## src/rtl/fetch_sequencer_pkg.sv

```systemverilog
// Shared types and defaults for the IF-stage fetch sequencer.
// FSM state encodings are 2-bit; the default vectors feed the top-level parameters.
package fetch_sequencer_pkg;

    typedef enum logic [1:0] {
        StBoot = 2'b00,
        StRun  = 2'b01,
        StWait = 2'b10,
        StPend = 2'b11
    } fetch_state_e;

    typedef enum logic [1:0] {
        RedirNone   = 2'b00,
        RedirJump   = 2'b01,
        RedirBranch = 2'b10
    } redir_e;

    localparam logic [31:0] DefaultResetVector = 32'h0000_0000;
    localparam logic [31:0] DefaultTrapVector  = 32'h0000_0100;

    // Clear the two low bits so a fetch address is always word aligned.
    function automatic logic [31:0] word_align(input logic [31:0] addr);
        return addr & 32'hFFFF_FFFC;
    endfunction

endpackage

```

## src/rtl/fetch_sequencer_next_pc_mux.sv

```systemverilog
// Combinational priority select for the fetch sequencer:
// branch/JALR beats JAL; without a redirect the PC holds or advances by 4.
module fetch_sequencer_next_pc_mux
    import fetch_sequencer_pkg::*;
(
    input  logic        branch_valid_i,
    input  logic [31:0] branch_target_i,
    input  logic        jump_valid_i,
    input  logic [31:0] jump_target_i,
    input  logic        hold_i,
    input  logic [31:0] pc_i,
    output redir_e      redir_kind_o,
    output logic [31:0] redir_target_o,
    output logic [31:0] fallthrough_pc_o,
    output logic [31:0] pc_plus4_o
);

    // Pick the redirect source and the non-redirect fall-through address.
    always_comb begin
        redir_kind_o     = RedirNone;
        redir_target_o   = branch_target_i;
        pc_plus4_o       = pc_i + 32'd4;
        fallthrough_pc_o = hold_i ? pc_i : pc_plus4_o;
        if (branch_valid_i) begin
            redir_kind_o   = RedirBranch;
            redir_target_o = branch_target_i;
        end else if (jump_valid_i) begin
            redir_kind_o   = RedirJump;
            redir_target_o = jump_target_i;
        end
    end

endmodule

```

## src/rtl/fetch_sequencer.sv

```systemverilog
// IF-stage program-counter sequencer for the RV32IM pipeline.
// Handles icache busywait, parks a redirect that arrives mid-stall, and drives the
// IF/ID and ID/EX flush strobes.
// Optional feature: define FETCH_MISALIGN_TRAP_EN to trap on misaligned redirect targets;
// otherwise targets are silently word aligned.
module fetch_sequencer
    import fetch_sequencer_pkg::*;
#(
    parameter logic [31:0] RESET_VECTOR = DefaultResetVector,
    parameter logic [31:0] TRAP_VECTOR  = DefaultTrapVector
) (
    input  logic        CLOCK,
    input  logic        RESET,
    input  logic        IMEM_BUSYWAIT,
    input  logic        STALL_HAZARD,
    input  logic        JUMP_VALID,
    input  logic [31:0] JUMP_TARGET,
    input  logic        BRANCH_TAKEN,
    input  logic [31:0] BRANCH_TARGET,
    output logic [31:0] PC_OUT,
    output logic [31:0] PC_PLUS4,
    output logic        IMEM_READ,
    output logic        FETCH_VALID,
    output logic        FLUSH_IFID,
    output logic        FLUSH_IDEX,
    output logic        TRAP_O,
    output logic [31:0] TRAP_ADDR
);

    fetch_state_e state_q, state_d;
    logic [31:0]  pc_q, pc_d;
    logic [31:0]  pend_pc_q, pend_pc_d;

    redir_e       redir_kind;
    logic [31:0]  redir_target;
    logic [31:0]  redir_pc;
    logic [31:0]  fallthrough_pc;
    logic         redirect;
    logic         branch_en;
    logic         jump_en;

    // No redirects in BOOT (pipeline empty); JAL in PEND is on the wrong path.
    assign branch_en = BRANCH_TAKEN & (state_q != StBoot);
    assign jump_en   = JUMP_VALID & (state_q != StBoot) & (state_q != StPend);

    fetch_sequencer_next_pc_mux u_next_pc_mux (
        .branch_valid_i   (branch_en),
        .branch_target_i  (BRANCH_TARGET),
        .jump_valid_i     (jump_en),
        .jump_target_i    (JUMP_TARGET),
        .hold_i           (STALL_HAZARD | IMEM_BUSYWAIT),
        .pc_i             (pc_q),
        .redir_kind_o     (redir_kind),
        .redir_target_o   (redir_target),
        .fallthrough_pc_o (fallthrough_pc),
        .pc_plus4_o       (PC_PLUS4)
    );

    assign redirect = (redir_kind != RedirNone);

`ifdef FETCH_MISALIGN_TRAP_EN
    logic        misaligned;
    logic        trap_q;
    logic [31:0] trap_addr_q;

    assign misaligned = redirect & (redir_target[1:0] != 2'b00);
    assign redir_pc   = misaligned ? TRAP_VECTOR : redir_target;
    assign FLUSH_IDEX = (redir_kind == RedirBranch) | misaligned;
    assign TRAP_O     = trap_q;
    assign TRAP_ADDR  = trap_addr_q;

    // Trap pulse and offending-target capture, taken when the redirect is accepted.
    always_ff @(posedge CLOCK) begin
        if (RESET) begin
            trap_q      <= 1'b0;
            trap_addr_q <= 32'h0;
        end else begin
            trap_q <= misaligned;
            if (misaligned) begin
                trap_addr_q <= redir_target;
            end
        end
    end
`else
    assign redir_pc   = word_align(redir_target);
    assign FLUSH_IDEX = (redir_kind == RedirBranch);
    assign TRAP_O     = 1'b0;
    assign TRAP_ADDR  = 32'h0;
`endif

    assign PC_OUT      = pc_q;
    assign IMEM_READ   = (state_q != StBoot);
    assign FLUSH_IFID  = redirect;
    assign FETCH_VALID = IMEM_READ & ~IMEM_BUSYWAIT & ~STALL_HAZARD & ~FLUSH_IFID &
                         (state_q != StPend);

    // Next-state and next-PC selection.
    always_comb begin
        state_d   = state_q;
        pc_d      = pc_q;
        pend_pc_d = pend_pc_q;
        unique case (state_q)
            StBoot: begin
                state_d = StRun;
            end
            StRun, StWait: begin
                if (redirect) begin
                    if (IMEM_BUSYWAIT) begin
                        state_d   = StPend;
                        pend_pc_d = redir_pc;
                    end else begin
                        state_d = StRun;
                        pc_d    = redir_pc;
                    end
                end else if (IMEM_BUSYWAIT) begin
                    state_d = StWait;
                end else begin
                    state_d = StRun;
                    pc_d    = fallthrough_pc;
                end
            end
            StPend: begin
                // A newer branch supersedes the parked target.
                if (redirect) begin
                    if (IMEM_BUSYWAIT) begin
                        pend_pc_d = redir_pc;
                    end else begin
                        state_d = StRun;
                        pc_d    = redir_pc;
                    end
                end else if (!IMEM_BUSYWAIT) begin
                    state_d = StRun;
                    pc_d    = pend_pc_q;
                end
            end
            default: begin
                state_d = StBoot;
            end
        endcase
    end

    // State, PC and parked-redirect registers; reset discards any pending redirect.
    always_ff @(posedge CLOCK) begin
        if (RESET) begin
            state_q   <= StBoot;
            pc_q      <= RESET_VECTOR;
            pend_pc_q <= 32'h0;
        end else begin
            state_q   <= state_d;
            pc_q      <= pc_d;
            pend_pc_q <= pend_pc_d;
        end
    end

endmodule
```

## config.mk

```make
export PLATFORM = sky130hd
export DESIGN_NAME = fetch_sequencer
export DESIGN_NICKNAME = d
export VERILOG_FILES = /design/src/rtl/fetch_sequencer_pkg.sv /design/src/rtl/fetch_sequencer_next_pc_mux.sv /design/src/rtl/fetch_sequencer.sv
export SDC_FILE = /design/constraint.sdc
export NUM_CORES = 1
export LEC_CHECK = 0
export BUFFER_PORTS_ARGS = -buffer_cell sky130_fd_sc_hd__buf_4
export CORE_UTILIZATION = 45
export DETAILED_ROUTE_END_ITERATION = 12
export HOLD_SLACK_MARGIN = 0.1
export PLACE_DENSITY_LB_ADDON = 0.12
export SYNTH_ARGS = -nofsm -noshare
export SYNTH_HDL_FRONTEND = slang
export SYNTH_SLANG_ARGS = --single-unit
export TNS_END_PERCENT = 20
```

## constraint.sdc

```tcl
create_clock -name CLOCK -period 2.3 [get_ports CLOCK]
set_input_delay 0.46 -clock CLOCK [delete_from_list [all_inputs] [get_ports CLOCK]]
set_output_delay 0.46 -clock CLOCK [all_outputs]
set_load 0.05 [all_outputs]
```

== Yosys cells after proc, flatten, opt, wreduce, memory -nomap -nowiden ==
Index checks and enable logic that the tools add are counted.
Word-level totals
  register bits after elaboration: 64
  bits in latches: 0
  bits in writable memories: 0
  bits in read-only memories: 0
  bits of input ports: 70
  output and inout port bits: 101
  logic and storage cells: 48
  memories: 0
Cells by class
  add/sub/neg operators: 1
  $mul: 0
  div/mod/pow operators: 0
  magnitude comparators: 0
  eq/ne operators: 9
  shifts and indexed selects: 0
  multiplexer cells: 16
  bitwise operators: 11
  reductions and logical operators: 8
Operators with widths (number)
  32-bit two-way mux: 8
  32-bit one-hot mux with 2 select lines: 1
  32-bit by 3-bit adder with 32-bit output (second input constant): 1
  2-bit two-way mux: 5
  3-bit != test (second input constant): 3
  1-bit bitwise AND: 7
  2-bit == test (second input constant): 3
  2-bit one-hot mux with 3 select lines: 1
  2-bit nonzero test: 3
  2-bit != test (second input constant): 2
  4-bit AND reduction: 1
  1-bit NOT: 3
  3-bit AND reduction: 1
  3-bit OR reduction: 1
  2-bit by 1-bit == test with 1-bit output (second input constant): 1
  2-bit zero test: 1
  2-bit OR reduction: 1
  1-bit two-way mux: 1
  1-bit bitwise OR: 1

== Longest topological paths before layout ==
Gate-level depths: netlist of run 1.
  depth after elaboration: 9
  depth in mapped cells: 10
  depth with buffers taken out: 8

== Cells and area by module ==
Synthesis of run 1 repeated with hierarchy kept, for this count alone.
Second synthesis, totals
  cells, all modules: 587
  area, all modules: 4907.2 sq um
By module, submodules not included
  fetch_sequencer: instances 1, cells an instance 370, area an instance 3308.2 sq um, sequential area each 1281.2 sq um
  fetch_sequencer_next_pc_mux: instances 1, cells an instance 217, area an instance 1599.0 sq um, sequential area each 0.0 sq um

== Worst setup path before layout of run 1 ==
Ideal clock, no wire load.
  kind: register to output
  from: register pc_q[3] (netlist: PC_OUT[3])
  to: output port PC_PLUS4[12]
  arrival: 2.652 ns
  required time: 1.840 ns
  setup slack: -0.812 ns
  stages on the path, launching flop included: 6
  path buffers: 0
  cell sequence: dfxtp_1 ha_1 nand2_1 nor3_1 nand3_1 xnor2_1
Between the ends
  cells in the longest elaborated chain, start to end: 1
RTL lines
  start, declared: line fetch_sequencer.sv:31  | logic [31:0] pc_q, pc_d;
  start signal, assigned: line fetch_sequencer.sv:150  | pc_q <= pc_d;
  32-bit by 3-bit adder with 32-bit output: line fetch_sequencer_next_pc_mux.sv:22  | pc_plus4_o = pc_i + 32'd4;
  end, declared: line fetch_sequencer.sv:21  | output logic [31:0] PC_PLUS4,
Every way passes these cells.

== Final worst setup path of run 1 ==
  from: register pc_q[6] (netlist: PC_OUT[6])
  to: output port PC_PLUS4[29]
The elaborated chain is that of the path after synthesis.

==> results of run 1 <==
placed cells by master (no fill, tap or decap), types with 6 or more instances in the layout:
cell type / n
o21ai_0: 17
a21oi_1: 26
inv_1: 12
o22ai_1: 8
conb_1: 33
xnor2_1: 6
nand2_1: 28
buf_6: 24
nor3_1: 7
nand3_1: 12
mux2i_1: 38
a211oi_1: 39
nand2b_1: 6
clkbuf_8: 9
buf_4: 185
dfxtp_4: 12
xnor2_2: 7
dfxtp_2: 15
dfxtp_1: 37
nor2_1: 67
area by class of cell:
type | instances | share of cell area, %
Clock inverter | 5 | 0.790
Sequential cell | 64 | 19.8
Inverter | 16 | 0.937
Clock buffer | 11 | 2.24
Timing Repair Buffer | 215 | 26.1
Multi-Input combinational cell | 432 | 47.8
Tap cell | 129 | 2.37
critical path, delay by kind of cell, from the launching register on:
kind	cells	cell delay (ps)
flip-flops	1	350
buffers and inverters	1	140
AND/OR/NAND/NOR	5	1170
cells in the mapped netlist (3+ instances only):
cell,instances
a22oi_1,3
a31oi_1,5
o21bai_1,4
nor2_1,68
buf_4,38
a211oi_1,39
nand3_1,15
or3_1,7
a22o_1,3
o21ai_1,3
a221oi_1,4
a21oi_1,28
ha_1,4
inv_1,16
and3_1,6
a21o_1,4
nor4_1,7
and2_1,5
buf_1,3
xnor2_1,17
o22ai_1,8
nand2_1,35
o221ai_1,3
o31ai_1,3
dfxtp_1,64
mux2i_1,42
nand4_1,4
nand2b_1,7
o211ai_1,3
o21ai_0,17
xor2_1,9
o211a_1,3
nor3_1,12
clkbuf_1,20
buf_2,10
flip-flops by register name (all words and copies together), names as in the netlist:
signal     cells
pend_pc_q     30
PC_OUT        32
state_q        2
cells by family (layout without fill, tap and decap cells):
family	after synthesis	in the layout
muxes	42	42
DFF	64	64
and+or+nand+nor	179	179
xor gates and xnor gates	27	27
adders and majority gates	4	4
AOI/OAI and AO/OA	147	147
other	1	33
buffers and inverters	87	247
power by group through the flow:
stage               registers [mW]  logic, mW  clock network (mW)
floorplan                     1.65       1.13                   0
global placement              1.36       2.01                   0
detailed placement            1.37       2.03                   0
CTS                           1.35       2.09                1.05
global route                  1.38       2.30                1.10
finish                        1.36       2.18                1.06
routing by layer:
metal | vias to the layer above | track usage [%]
li1 | 2304 | -
met1 | 2358 | 36.7
met2 | 272 | 48.1
met3 | 39 | 5.52
met4 | 0 | 12.6
met5 | - | 0
stage by stage:
stage	cells	utilization (%)	power (mW)	TNS [ps]	cell area [um^2]
finish	872	72.7	4.60	-1600	6810
global route	872	72.7	4.78	-3160	6810
CTS	861	69.6	4.49	-2090	6520
detailed placement	836	65.1	3.41	0	6100
global placement	836	65.1	3.37	0	6100
floorplan	583	-	2.77	-1200	4830
path summary, 6_finish.rpt:
kind	endpoint	slack, ps
setup / recovery	PC_PLUS4[29]	-180
hold reg to reg	PC_OUT[11]$_SDFFE_PP0P_	500
setup reg to reg	PC_OUT[18]$_SDFFE_PP0P_	80
hold / removal	pend_pc_q[5]$_SDFFE_PP0P_	480
timing repair:
item,in CTS,in global routing
gates resized for setup,36,46
setup endpoints to repair,24,45
pin swaps,10,16
buffers inserted,9,11
==> results by group, run 1 <==
Outcome
  – Status: finished, violations left
  – Violated checks: setup timing

Timing
  – RSZ-0062 raised after global routing: yes
  – Fin crit share: 108%
  – Achievable frequency: 403 MHz
  – Fin. max-slew vios: 0
  – Setup WS post-layout: -181 ps
  – Post-layout min period: 2480 ps
  – Hold Violations, Final: 0
  – Setup violators final: 19
  – Final clock skew: 10.4 ps
  – Worst hold slack: 478 ps

Synthesis
  – Compound-cell area share of the yosys netlist: 23.3%
  – Dominant cell type by area after synthesis: dfxtp_1
  – Post-synthesis mux area share: 9.50%
  – Ys async rst share: 0%
  – Post-Synth Simple-Gate Area: 20.6%
  – Area share of fa/ha/maj cells after synthesis: 1.13%
  – Synth Flop Type: dfxtp_1
  – Yosys cell types: 61
  – Syn Std Cell Area: 0.00443 mm^2
  – EDFF count, synth: 0
  – #FFs+latches synth: 64
  – Mean post-synth cell area: 8.03 um^2
  – Sequential-to-total area share from yosys stat: 29.0%
  – Cells after Synth: 551
  – Yosys warns: 0
  – Xor/xnor share of the synthesized area: 5.51%
  – Main area contributors after synthesis: dfxtp_1 (29%), mux2i_1 (9.5%), a211oi_1 (6.6%)
  – Largest family of logic cells by synthesized area: compound AO/OA/AOI/OAI gates
  – Post-synth top area share: 29.0%

Floorplanning
  – Die height: 101 um
  – Core Area: 0.00937 mm^2
  – Initial Util: 47.2%
  – Die X: 101 um
  – Die footprint: 0.0102 mm^2
  – I/O pin count: 171
  – Std cell rows: 35

Global routing
  – Largest net degree at the start of global routing: 51
  – Total track usage: 29.0%
  – GRT overflow: 0
  – Vias in the first global route: 4,661
  – First-pass GRT wire length: 22,800 um
  – Initial antenna violation count: 0

CTS
  – Hold buffers post-CTS: 0
  – Root Driver: clkbuf_8
  – Worst-path clk slew: 80 ps
  – Clk buf depth: 2
  – H-tree levels: 3
  – Clk_lat worst skew: 360 ps
  – Clock tree sinks: 64
  – TritonCTS Buffers: 9
  – TritonCTS clock tree: yes

Placement
  – Post-detail-place hpwl: 10,800 um
  – IO Port Bufs: 133
  – RePlAce Congestion: 0.908
  – Placement Setup Slack: 15.0 ps

Pwr
  – Comb pwr share: 47.4%
  – Sequential power share: 29.5%
  – Static leakage: 3.00 nW
  – Switch share: 43.4%
  – Switch Pwr: 1.99 mW
  – PD cells: 675 mW/mm^2
  – Clk pwr share: 23.1%
  – VDD IR max: 0.393 mV
  – Int Power: 2.60 mW

Setup path
  – Worst Setup SP: PC_OUT[6]$_SDFFE_PP0P_
  – Most used cell, CP: or3_4
  – Worst R2R Start: state_q[1]$_SDFFE_PP0P_
  – Max FO, Critical Path: 4
  – Critical path's slowest cell: or3_4
  – Reg2Reg Depth: 10
  – Req. time, crit path: 1840 ps
  – CP Capture Type: primary output
  – CP cell instances: and4_4 > nand4_4 > or3_4 > or3_4 > nand2_4 > buf_8
  – CP arrival: 2020 ps
  – Startpoint types: register
  – Kind of critical path: reg2out
  – CP peak stage delay: 370 ps

Drt
  – DRC errors left: 0
  – Drt total wl: 15,300 um
  – Post-DR vias/cell: 5.70
  – 1st-pass router iterations: 5
  – Highest metal layer with signal wires: met4
  – Routed Antenna Nets: 0
  – Met1 wire length: 6260 um
  – WL per Instance: 17.5 um
  – DR WL met2: 7420 um
  – Initial DRC Count: 290
  – Detail Route met3 WL: 1240 um
  – Via count: 4,973

Cells and area
  – # fillers: 745
  – Multi-input gate area: 0.00326 mm^2
  – Reg area: 0.00135 mm^2
  – Layout Nets: 812
  – Area delta synth->final: 53.9%
  – Antenna diode count: 0
  – Layout cells sized above 1: 44.5%

Min path
  – Hold depth: 3
  – Hold_sp: BRANCH_TARGET[5]
  – Hold Path Class: in2reg

Run
  – Max-cap violations: 0
(Power assumes the default switching activity.)
==> run 2: changes to the inputs <==
--- a/config.mk
+++ b/config.mk
@@ -5,10 +5,11 @@
 export SDC_FILE = /design/constraint.sdc
 export NUM_CORES = 1
 export LEC_CHECK = 0
+export ABC_AREA = 1
 export BUFFER_PORTS_ARGS = -buffer_cell sky130_fd_sc_hd__buf_4
-export CORE_UTILIZATION = 45
+export CORE_UTILIZATION = 47
 export DETAILED_ROUTE_END_ITERATION = 12
-export HOLD_SLACK_MARGIN = 0.1
+export HOLD_SLACK_MARGIN = 0.06
 export PLACE_DENSITY_LB_ADDON = 0.12
 export SYNTH_ARGS = -nofsm -noshare
 export SYNTH_HDL_FRONTEND = slang
==> results by group, run 2 <==
Placement
  – RePlAce Congestion: 0.926
  – Area after DPL: 0.00605 mm^2
  – IO Port Bufs: 133
  – Placed cells: 1,043
  – Post-detail-place hpwl: 12,400 um

Synthesis
  – Cells after Synth: 797
  – EDFF count, synth: 0
  – Main area contributors after synthesis: dfxtp_1 (26%), nand2_1 (15%), a21oi_1 (8.1%)
  – Post-synth top area share: 25.6%
  – Synth Flop Type: dfxtp_1
  – Ys async rst share: 0%
  – Yosys warns: 0
  – Synth top cells by count: nand2_1 (204), a21oi_1 (81), inv_1 (72), dfxtp_1 (64), nor2_1 (60)
  – Yosys cell types: 37
  – Most frequent cell after synthesis: nand2_1
  – #FFs+latches synth: 64
  – Sequential-to-total area share from yosys stat: 25.6%
  – Mean post-synth cell area: 6.28 um^2
  – Dominant cell type by area after synthesis: dfxtp_1
  – Syn Std Cell Area: 0.00500 mm^2

Cells and area
  – Most common cell after layout, fill and taps aside: nand2_1
  – Area delta synth->final: 28.0%
  – Layout cells sized above 1: 30.8%
  – Antenna diode count: 0
  – Final Non-Filler Cells: 1,061
  – Most frequent cells in the layout: nand2_1 (201), buf_4 (148), a21oi_1 (81)
  – Final instance area: 0.00640 mm^2
  – Max reg flops: 32
  – Layout Nets: 996

CTS
  – Clock tree sinks: 64
  – Clk_lat worst skew: 340 ps
  – H-tree levels: 3
  – Clk buf depth: 2
  – Worst-path clk slew: 80 ps
  – TritonCTS clock tree: yes
  – TritonCTS Buffers: 9
  – Root Driver: clkbuf_8
  – Hold buffers post-CTS: 0

Drt
  – 1st-pass router iterations: 5
  – Initial DRC Count: 476
  – Routed Antenna Nets: 0
  – WL per Instance: 15.2 um
  – DRC errors left: 0
  – Drt total wl: 16,100 um
  – Post-DR vias/cell: 5.20
  – Via count: 5,517

Setup path
  – CP arrival: 1790 ps
  – R2r setup slk: 160 ps
  – Max FO, Critical Path: 8
  – Req. time, crit path: 1840 ps
  – CP Capture Type: primary output
  – Startpoint types: register
  – Kind of critical path: reg2out

Global routing
  – GRT overflow: 0
  – Largest net degree at the start of global routing: 48
  – Total track usage: 29.1%
  – Initial antenna violation count: 0
  – First-pass GRT wire length: 24,900 um
  – Vias in the first global route: 4,875

Outcome
  – Status: complete, no violations

Pwr
  – Static leakage: 3.06 nW
  – VDD IR max: 0.292 mV
  – PD cells: 702 mW/mm^2
  – Total power: 4.50 mW

Min path
  – Hold Path Class: in2reg

Floorplanning
  – Die footprint: 0.0111 mm^2
  – I/O pin count: 171
  – Core Area: 0.0103 mm^2
  – Initial Util: 48.5%
  – Die X: 105 um
  – Die height: 105 um
  – Std cell rows: 37

Timing
  – Setup violators final: 0
  – Final clock skew: 10.1 ps
  – Setup TNS: 0 ps
  – Post-layout min period: 2250 ps
  – Slew HR: 66.2%
  – Hold Violations, Final: 0
  – Fin. max-slew vios: 0
  – Worst Tran Pin Value: 501 ps
  – Fin crit share: 97.9%
  – Worst hold slack: 400 ps
  – RSZ-0062 raised after global routing: yes
  – Achievable frequency: 444 MHz

Run
  – Max-cap violations: 0
run 2: what timing repair did:
action	4_1_cts	5_1_grt
resized for setup	23	20
setup endpoints to repair	20	21
pin swaps	4	4
buffers inserted	2	2
run 2: cells by family after synthesis:
| logic type | synth area share, % |
|---|---|
| other cells | 0.0750 |
| buf+inv | 15.9 |
| flops | 25.6 |
| compound gates | 20.2 |
| fa+ha+maj | 1.00 |
| simple gates | 34.2 |
| xor+xnor | 3.08 |
run 2: layer usage:
layer | global-route usage [%] | vias up | wire length (um)
met5 | 0 | - | 0
met2 | 43.2 | 276 | 6860
met1 | 42.5 | 2484 | 7450
met3 | 5.30 | 19 | 1500
li1 | - | 2738 | -
met4 | 8.95 | 0 | 281
run 2: critical path, stage by stage, from the launching register on:
cell     delay [ps]
dfxtp_4         410
nand2_2         110
nor2_4          130
nand2_4         110
nor2_4          150
buf_4           160
xor2_4          200
buf_6           190
run 2: power by group:
part / internal [mW] / total (mW) / leakage (nW) / switching [mW]
Clock: 0.547 / 0.990 / 0.0973 / 0.444
Combinational: 0.633 / 2.06 / 2.42 / 1.43
Sequential: 1.26 / 1.44 / 0.536 / 0.187
run 2: final timing paths:
check | startpoint | end | depth (start not counted)
max | PC_OUT[4]$_SDFFE_PP0P_ | PC_PLUS4[13] | 7
min | JUMP_TARGET[11] | pend_pc_q[11]$_SDFFE_PP0P_ | 3
max reg2reg | state_q[0]$_SDFFE_PP0P_ | PC_OUT[12]$_SDFFE_PP0P_ | 13
min reg2reg | PC_OUT[0]$_SDFFE_PP0P_ | PC_OUT[0]$_SDFFE_PP0P_ | 2
run 2: per-stage QoR:
step / utilization, % / worst slack (ps)
2_1_floorplan: - / -195
3_3_place_gp: 58.6 / 202
3_5_place_dp: 58.6 / 188
4_1_cts: 61.2 / -4.46
5_1_grt: 62.0 / -13.6
6_report: 62.0 / 48.2
run 2: final cells by class:
class,count,area (um^2)
fill,991,3920
timing repair buffer,159,1250
inverter,80,305
sequential,64,1320
multi-input combinational,608,3160
tap,136,170
clock buffer,11,151
clock inverter,3,42.5
